**src/rtl/index_decoder_scoreboard.sv**
```systemverilog
// Pending-entry scoreboard: producers set and consumers clear entries by binary index.
// Also holds the downstream lowest-index encoder and an invariant checker.
module index_decoder_scoreboard #(
  parameter int NUM_WIRE = 16,
  parameter int IW       = $clog2(NUM_WIRE),
  parameter int CW       = $clog2(NUM_WIRE + 1)
) (
  input  logic                clk_i,
  input  logic                arst_ni,
  input  logic [IW-1:0]       set_index_i,
  input  logic                set_valid_i,
  output logic                set_ready_o,
  input  logic [IW-1:0]       clr_index_i,
  input  logic                clr_valid_i,
  output logic [NUM_WIRE-1:0] wire_o,
  output logic [CW-1:0]       count_o,
  output logic                empty_o,
  output logic                full_o,
  output logic                clr_err_o
);

  // Indices at or above NUM_WIRE decode to all zeros, so they can never touch state.
  function automatic logic [NUM_WIRE-1:0] decode_index(input logic [IW-1:0] index);
    logic [NUM_WIRE-1:0] onehot;
    onehot = {NUM_WIRE{1'b0}};
    for (int i = 0; i < NUM_WIRE; i++) begin
      onehot[i] = (index == IW'(i));
    end
    return onehot;
  endfunction

  logic [NUM_WIRE-1:0] wire_r, wire_nxt_s;
  logic [NUM_WIRE-1:0] set_onehot_s, clr_onehot_s;
  logic [CW-1:0]       count_r, count_nxt_s;
  logic                empty_r, full_r, clr_err_r;
  logic                empty_nxt_s, full_nxt_s, clr_err_nxt_s;
  logic                set_fire_s, clr_fire_s;

  // Decode requests and compute the next scoreboard state from the current vector.
  always_comb begin
    set_onehot_s  = decode_index(set_index_i);
    clr_onehot_s  = decode_index(clr_index_i);
    set_ready_o   = |(set_onehot_s & ~wire_r);
    set_fire_s    = set_valid_i & set_ready_o;
    clr_fire_s    = clr_valid_i & (|(clr_onehot_s & wire_r));
    clr_err_nxt_s = clr_valid_i & ~clr_fire_s;
    wire_nxt_s    = wire_r;
    if (set_fire_s) begin
      wire_nxt_s = wire_nxt_s | set_onehot_s;
    end else begin
      wire_nxt_s = wire_nxt_s;
    end
    if (clr_fire_s) begin
      wire_nxt_s = wire_nxt_s & ~clr_onehot_s;
    end else begin
      wire_nxt_s = wire_nxt_s;
    end
    case ({set_fire_s, clr_fire_s})
      2'b10:   count_nxt_s = count_r + CW'(1);
      2'b01:   count_nxt_s = count_r - CW'(1);
      default: count_nxt_s = count_r;
    endcase
    if (count_nxt_s == {CW{1'b0}}) begin
      empty_nxt_s = 1'b1;
    end else begin
      empty_nxt_s = 1'b0;
    end
    if (count_nxt_s == CW'(NUM_WIRE)) begin
      full_nxt_s = 1'b1;
    end else begin
      full_nxt_s = 1'b0;
    end
  end

  // Scoreboard state register; reset drops any request in flight.
  always_ff @(posedge clk_i or negedge arst_ni) begin
    if (!arst_ni) begin
      wire_r    <= {NUM_WIRE{1'b0}};
      count_r   <= {CW{1'b0}};
      empty_r   <= 1'b1;
      full_r    <= 1'b0;
      clr_err_r <= 1'b0;
    end else begin
      wire_r    <= wire_nxt_s;
      count_r   <= count_nxt_s;
      empty_r   <= empty_nxt_s;
      full_r    <= full_nxt_s;
      clr_err_r <= clr_err_nxt_s;
    end
  end

  assign wire_o    = wire_r;
  assign count_o   = count_r;
  assign empty_o   = empty_r;
  assign full_o    = full_r;
  assign clr_err_o = clr_err_r;

endmodule

```
**config.mk**
```make
export PLATFORM = sky130hd
export DESIGN_NAME = index_decoder_scoreboard
export DESIGN_NICKNAME = d
export VERILOG_FILES = /design/src/rtl/index_decoder_scoreboard.sv
export SDC_FILE = /design/constraint.sdc
export NUM_CORES = 1
export LEC_CHECK = 0
export ABC_AREA = 1
export ABC_CLOCK_PERIOD_IN_PS = 3000
export BUFFER_PORTS_ARGS = -buffer_cell sky130_fd_sc_hd__clkbuf_2
export CAP_MARGIN = 10
export CORE_MARGIN = 4
export CORE_UTILIZATION = 43
export CTS_CLUSTER_SIZE = 28
export DETAILED_ROUTE_END_ITERATION = 10
export PLACE_DENSITY = 0.66
export SETUP_SLACK_MARGIN = 0.3
export SYNTH_ARGS = -nofsm -noshare
export SYNTH_HDL_FRONTEND = slang
export SYNTH_SLANG_ARGS = --single-unit
export TNS_END_PERCENT = 5
```
**constraint.sdc**
```tcl
create_clock -name clk_i -period 3 [get_ports clk_i]
set_input_delay 0.15 -clock clk_i [delete_from_list [all_inputs] [get_ports clk_i]]
set_output_delay 0.15 -clock clk_i [all_outputs]
set_load 0.005 [all_outputs]
```
Word-level counts from Yosys, hierarchy flattened
Cells that the tools add are included.
{"block": "totals", "regBits": 24, "out_inout_bits": 25, "inputBits": 12}
{"block": "op_classes", "muxes": 5, "n_reduce_logical": 5, "eq_ne": 33, "bitwise": 10, "n_addsub": 2}
{"operator": "$eq A4 B4 Y1 const B", "count": 16}
{"operator": "$and A16 B16 Y16", "count": 3}
{"operator": "$eq A4 B3 Y1 const B", "count": 8}
{"operator": "$mux W16", "count": 2}
{"operator": "$not A16 Y16", "count": 2}
{"operator": "$reduce_or A16 Y1", "count": 2}
{"operator": "$eq A4 B2 Y1 const B", "count": 4}
{"operator": "$or A16 B16 Y16", "count": 1}
{"operator": "$pmux W5 S2", "count": 1}
{"operator": "$eq A4 B1 Y1 const B", "count": 2}
{"operator": "$logic_not A4 Y1", "count": 2}
{"operator": "$add A5 B1 Y5 const B", "count": 1}
{"operator": "$eq A5 B5 Y1 const B", "count": 1}
{"operator": "$logic_not A5 Y1", "count": 1}
{"operator": "$sub A5 B1 Y5 const B", "count": 1}
{"operator": "$and A1 B1 Y1", "count": 3}
{"operator": "$eq A2 B1 Y1 const B", "count": 1}
{"operator": "$eq A2 B2 Y1 const B", "count": 1}
{"operator": "$mux W1", "count": 2}
{"operator": "$not A1 Y1", "count": 1}

Logic depth before layout (Yosys ltp)
{"block": "depth", "depth_word": 8, "depth_mapped": 19}

Least setup slack after synthesis
Ideal clock, no wire load.
{"block": "synth_path", "kind": "reg-to-reg", "start": "register wire_r[8], in the netlist wire_o[8]", "end": "register full_r, in the netlist full_o", "period_less_slack_ns": 2.452, "t_arrival_ns": 2.375, "setup_time_ns": 0.077, "stages_incl_launch_ff": 16, "setup_slack_ns": 0.548, "required_ns": 2.923, "cell_sequence": "dfrtp_1 > nand3_1 > nand3_1 > nor2_1 > nand3_2 > nand2_4 > buf_6 > inv_1 > ha_1 > ha_1 > a21oi_1 > nand2_1 > or2_2 > nand3_1 > nand3_1 > a21oi_1"}
{"block": "synth_between", "elab_chain_len": 8, "elab_cells_between_ends": 12, "classes_between": "eq/ne (3); mux (2); bitwise (5); reduce/logical (2)"}
{"item": "start, declared", "line": "32", "source": "logic [NUM_WIRE-1:0] wire_r, wire_nxt_s;"}
{"item": "start signal, assigned", "line": "78", "source": "wire_r <= {NUM_WIRE{1'b0}};"}
{"item": "start signal, assigned", "line": "84", "source": "wire_r <= wire_nxt_s;"}
{"item": "$not A16 Y16", "line": "43", "source": "set_ready_o = |(set_onehot_s & ~wire_r);"}
{"item": "$and A16 B16 Y16", "line": "43"}
{"item": "$reduce_or A16 Y1", "line": "43"}
{"item": "$and A1 B1 Y1", "line": "44", "source": "set_fire_s = set_valid_i & set_ready_o;"}
{"item": "$eq A2 B1 Y1 / $eq A2 B2 Y1 (equally long branches)", "line": "58", "source": "case ({set_fire_s, clr_fire_s})"}
{"item": "$pmux W5 S2 *", "line": "58"}
{"item": "$eq A5 B5 Y1 *", "line": "68", "source": "if (count_nxt_s == CW'(NUM_WIRE)) begin"}
{"item": "$mux W1 *", "line": "68"}
{"item": "named net full_nxt_s", "line": "36", "source": "logic empty_nxt_s, full_nxt_s, clr_err_nxt_s;"}
{"item": "end signal, assigned", "line": "87", "source": "full_r <= full_nxt_s;"}
{"item": "end, declared", "line": "35", "source": "logic empty_r, full_r, clr_err_r;"}
The timed path passes the listed nets; every way through them passes the cells marked *.

Worst setup path after layout
{"block": "layout_path", "start": "register wire_r[8], in the netlist wire_o[8]", "end": "register full_r, in the netlist full_o"}
{"block": "layout_between", "elab_chain_len": 8, "elab_cells_between_ends": 12, "classes_between": "eq/ne (3); mux (2); bitwise (5); reduce/logical (2)"}
{"item": "$not A16 Y16", "line": "43"}
{"item": "$and A16 B16 Y16", "line": "43"}
{"item": "$reduce_or A16 Y1", "line": "43"}
{"item": "$and A1 B1 Y1", "line": "44"}
{"item": "$eq A2 B1 Y1 / $eq A2 B2 Y1 (equally long branches)", "line": "58"}
{"item": "$pmux W5 S2 *", "line": "58"}
{"item": "named net count_nxt_s[2]", "line": "34", "source": "logic [CW-1:0] count_r, count_nxt_s;"}
{"item": "$eq A5 B5 Y1 *", "line": "68"}
{"item": "$mux W1 *", "line": "68"}
{"item": "named net full_nxt_s", "line": "36"}
Marks and branches as above.

==> run metrics <==
H-tree depth=1; diode count=0; Root Buffer=clkbuf_8; Area after DPL=around 0.0020 mm2; Die H=about 73 um; synth top area cells=dfrtp_1 32%, nand3_1 13%, nand2_1 10%, nor2_1 9.4%, inv_1 8.6%; RSZ-0062 raised after global routing=no; post-synthesis mux area share=less than 1%; final worst path period need=2.475 ns; grt ovf=0; All-Layer GR Usage=between 10% and 20%; Die Wd=approximately 73 um; vias=between 1.5k and 2k; Clk pwr share=roughly an eighth; largest net degree at the start of global routing=25; Reg area=601.8 um2; design area=0.002161 mm2; number of synthesis warnings=0; fin. max-slew vios=0; Switching Fraction=approximately 43%; Pwr Density=roughly 730 mW/mm2; antenna-violating nets left=0; Sequential Power Share=about two fifths; CTS tree=built; Fin Hold WS=between 0.1 and 0.15 ns; vias in the first global route=1575; Comb pwr share=approximately 49%; Worst-Skew Late Latency=~0.27 ns; Worst Clk Skew=0.003291 ns; Final setup viols=0; initial core utilization=44.57%; Post-Synth Adder-Cell Area=between 3 and 4%; Seq/Total Area, Yosys=around 34%; slew at the pin closest to its max-slew limit=around 0.63 ns; crit-path max cell delay=0.42 ns; vias per std cell=~5; Netlist cell types=24; fmax=0.4040 GHz; top cell type's share of synthesized area=~32%; slack of the worst reg-to-reg path=approximately 0.52 ns; 1st-iter DRT viols=71; reg2reg path depth=13; compound-cell area share of the yosys netlist=between 7 and 8%; initial antenna violation count=0; critical path cell sequence=nand3_1 > nand3_1 > nor2_1 > nand3_2 > nand2_8 > inv_1 > ha_4 > fa_1 > o21ai_0 > nand2_1 > nor3_1 > nand3_1 > a21oi_1; Hold WC Path Type=in2reg; Mean Syn Cell Area=6.725 um2; FILL cells=roughly 400; Synthesized Nets=about 280; Top Ports=37; Final #Nets=329; synthesized instance count=~270; drt total wl=between 4000 and 5000 um; Worst path most repeated cell=nand3_1; post-DP HPWL=between 3000 and 4000 um; critical path data arrival time=between 2 and 3 ns; Design Power=around 1.6 mW; post-synthesis simple-gate area fraction=between 40% and 50%; IR drop worst, VDD=about 0.21 mV; final cell utilization of the core=between 50% and 60%; dominant cell type by area after synthesis=dfrtp_1; Worst slew margin=around three fifths; Fin. Hold Viols=0; Setup CP Type=reg2reg; Die ar.=~0.0053 mm2; final worst-path cycle share=between 80% and 90%; Lkg Pwr=about 1.1 nW; Synth top cells by count=48 x nand2_1, 48 x nand3_1, 45 x nor2_1; Total Neg Setup Slack=0 ns; max-cap violations=0; ys async rst share=100.0%; port buffer count=36; CTS buffer count=3; Sw Pwr=between 0.6 and 0.7 mW; mapped cell area=around 0.0018 mm2; status=finished, final reports clean; Clock Pin Slew Worst Setup and Hold Paths=roughly 0.090 ns; number of remaining DRC errors=0; multi-input logic area=0.001032 mm2; Routed WL per cell=between 10 and 15 um; top_reg_cell synth=dfrtp_1; core area=slightly above 0.004 mm2; fraction of layout cells with a size suffix above 1=between 20 and 30%; Row Count=23; internal power=0.9014 mW; area grow syn2layout=20.35%; clock buffer depth=2; required time worst endpoint=between 3 and 4 ns; TritonCTS Sinks=24; slowest stage cell, crit path=dfrtp_1; Setup crit start kind=flip-flop; post-synthesis register bit count=24; CP Capture Type=flip-flop; first-pass GRT wire length=around 7400 um; combinational family with the most area after synthesis=simple AND/OR/NAND/NOR gates; hold path depth=3; XOR/XNOR share of the synthesized area=1.463%; Post-synth EDFFs=0; worst-path maximum fanout=9; GP Congestion=between 0.9 and 1; Pre-antenna DRT Iters=4
path summary, 6_finish.rpt:
check                              to         from
setup / recovery               full_o    wire_o[8]
hold / removal              clr_err_o  clr_valid_i
setup reg to reg               full_o    wire_o[8]
hold reg to reg            count_o[3]   count_o[3]
max in group asynchronous  wire_o[13]      arst_ni
min in group asynchronous   wire_o[5]      arst_ni
cell usage in the layout, fill, tap and decap left out:
cell type       n
nand2_2         4
inv_2           4
nor2_1         44
ha_4            2
a21oi_1        11
nand3_2         1
mux2i_1         1
dfrtp_1        23
buf_4           8
nor3_1          1
dfstp_2         1
clkbuf_2       36
a21oi_2         9
ha_1            2
clkbuf_8        3
nand3_1        48
xnor2_1         3
clkbuf_1        1
dlygate4sd3_1   1
o21ai_0         1
nor2_2         15
nand2_8         2
or2_2           1
inv_1          41
fa_1            1
nand2_1        47
metal layers:
layer  vias up  share of wire (%)  track usage, %
met3         4                4.3           1.377
met2        45                 48           29.36
li1        924                  -               -
met1       838                 47           25.09
met5         -                  0               0
met4         0                1.2           5.123
through the flow:
step | setup WS [ns] | cells
floorplan | 0.5477 | 267
global placement | 0.2878 | 349
detailed placement | 0.2621 | 349
CTS | 0.3159 | 354
global route | 0.3209 | 361
finish | 0.5250 | 361
power by group through the flow:
stage               Combinational [mW]  Clock (mW)  Sequential, mW
floorplan                        0.450           0           0.588
global placement                 0.699           0           0.614
detailed placement               0.702           0           0.611
CTS                              0.708       0.204           0.604
global route                     0.855       0.220           0.630
finish                           0.766       0.204           0.607
worst max-delay path: cells and delay by family (launching register included):
kind                     cells  cell delay (ns)
AND/OR/NAND/NOR              8             1.00
AO/OA/AOI/OAI                2             0.32
buffers and inverters        1             0.07
adder cells (fa/ha/maj)      2             0.58
flip-flops                   1             0.42
flip-flops by register name (all words and copies together), names as in the netlist:
name / flops
full_o: 1
count_o: 5
clr_err_o: 1
wire_o: 16
empty_o: 1
cell families (layout without fill, tap and decap cells):
logic type               after synthesis  after routing
buffers and inverters                 50             94
multiplexers                           1              1
adder cells (fa/ha/maj)                5              5
AO/OA/AOI/OAI                         21             21
flip-flops                            24             24
XOR/XNOR                               3              3
AND/OR/NAND/NOR                      163            163
cell type report:
class                           count  area share [%]
Inverter                           45           7.817
Multi-Input combinational cell    193           47.77
Timing Repair Buffer               45           11.58
Sequential cell                    24           27.85
Tap cell                           50           2.895
Clock buffer                        4           2.085
what timing repair did:
item | in CTS | in global routing
gates resized for setup | 0 | 7
setup buffers | 0 | 7
setup endpoints to repair | 0 | 3
endpoints found under the hold margin | 23 | 0
hold buffers | 1 | 0
Note: power is estimated with default switching activity, not from simulation.
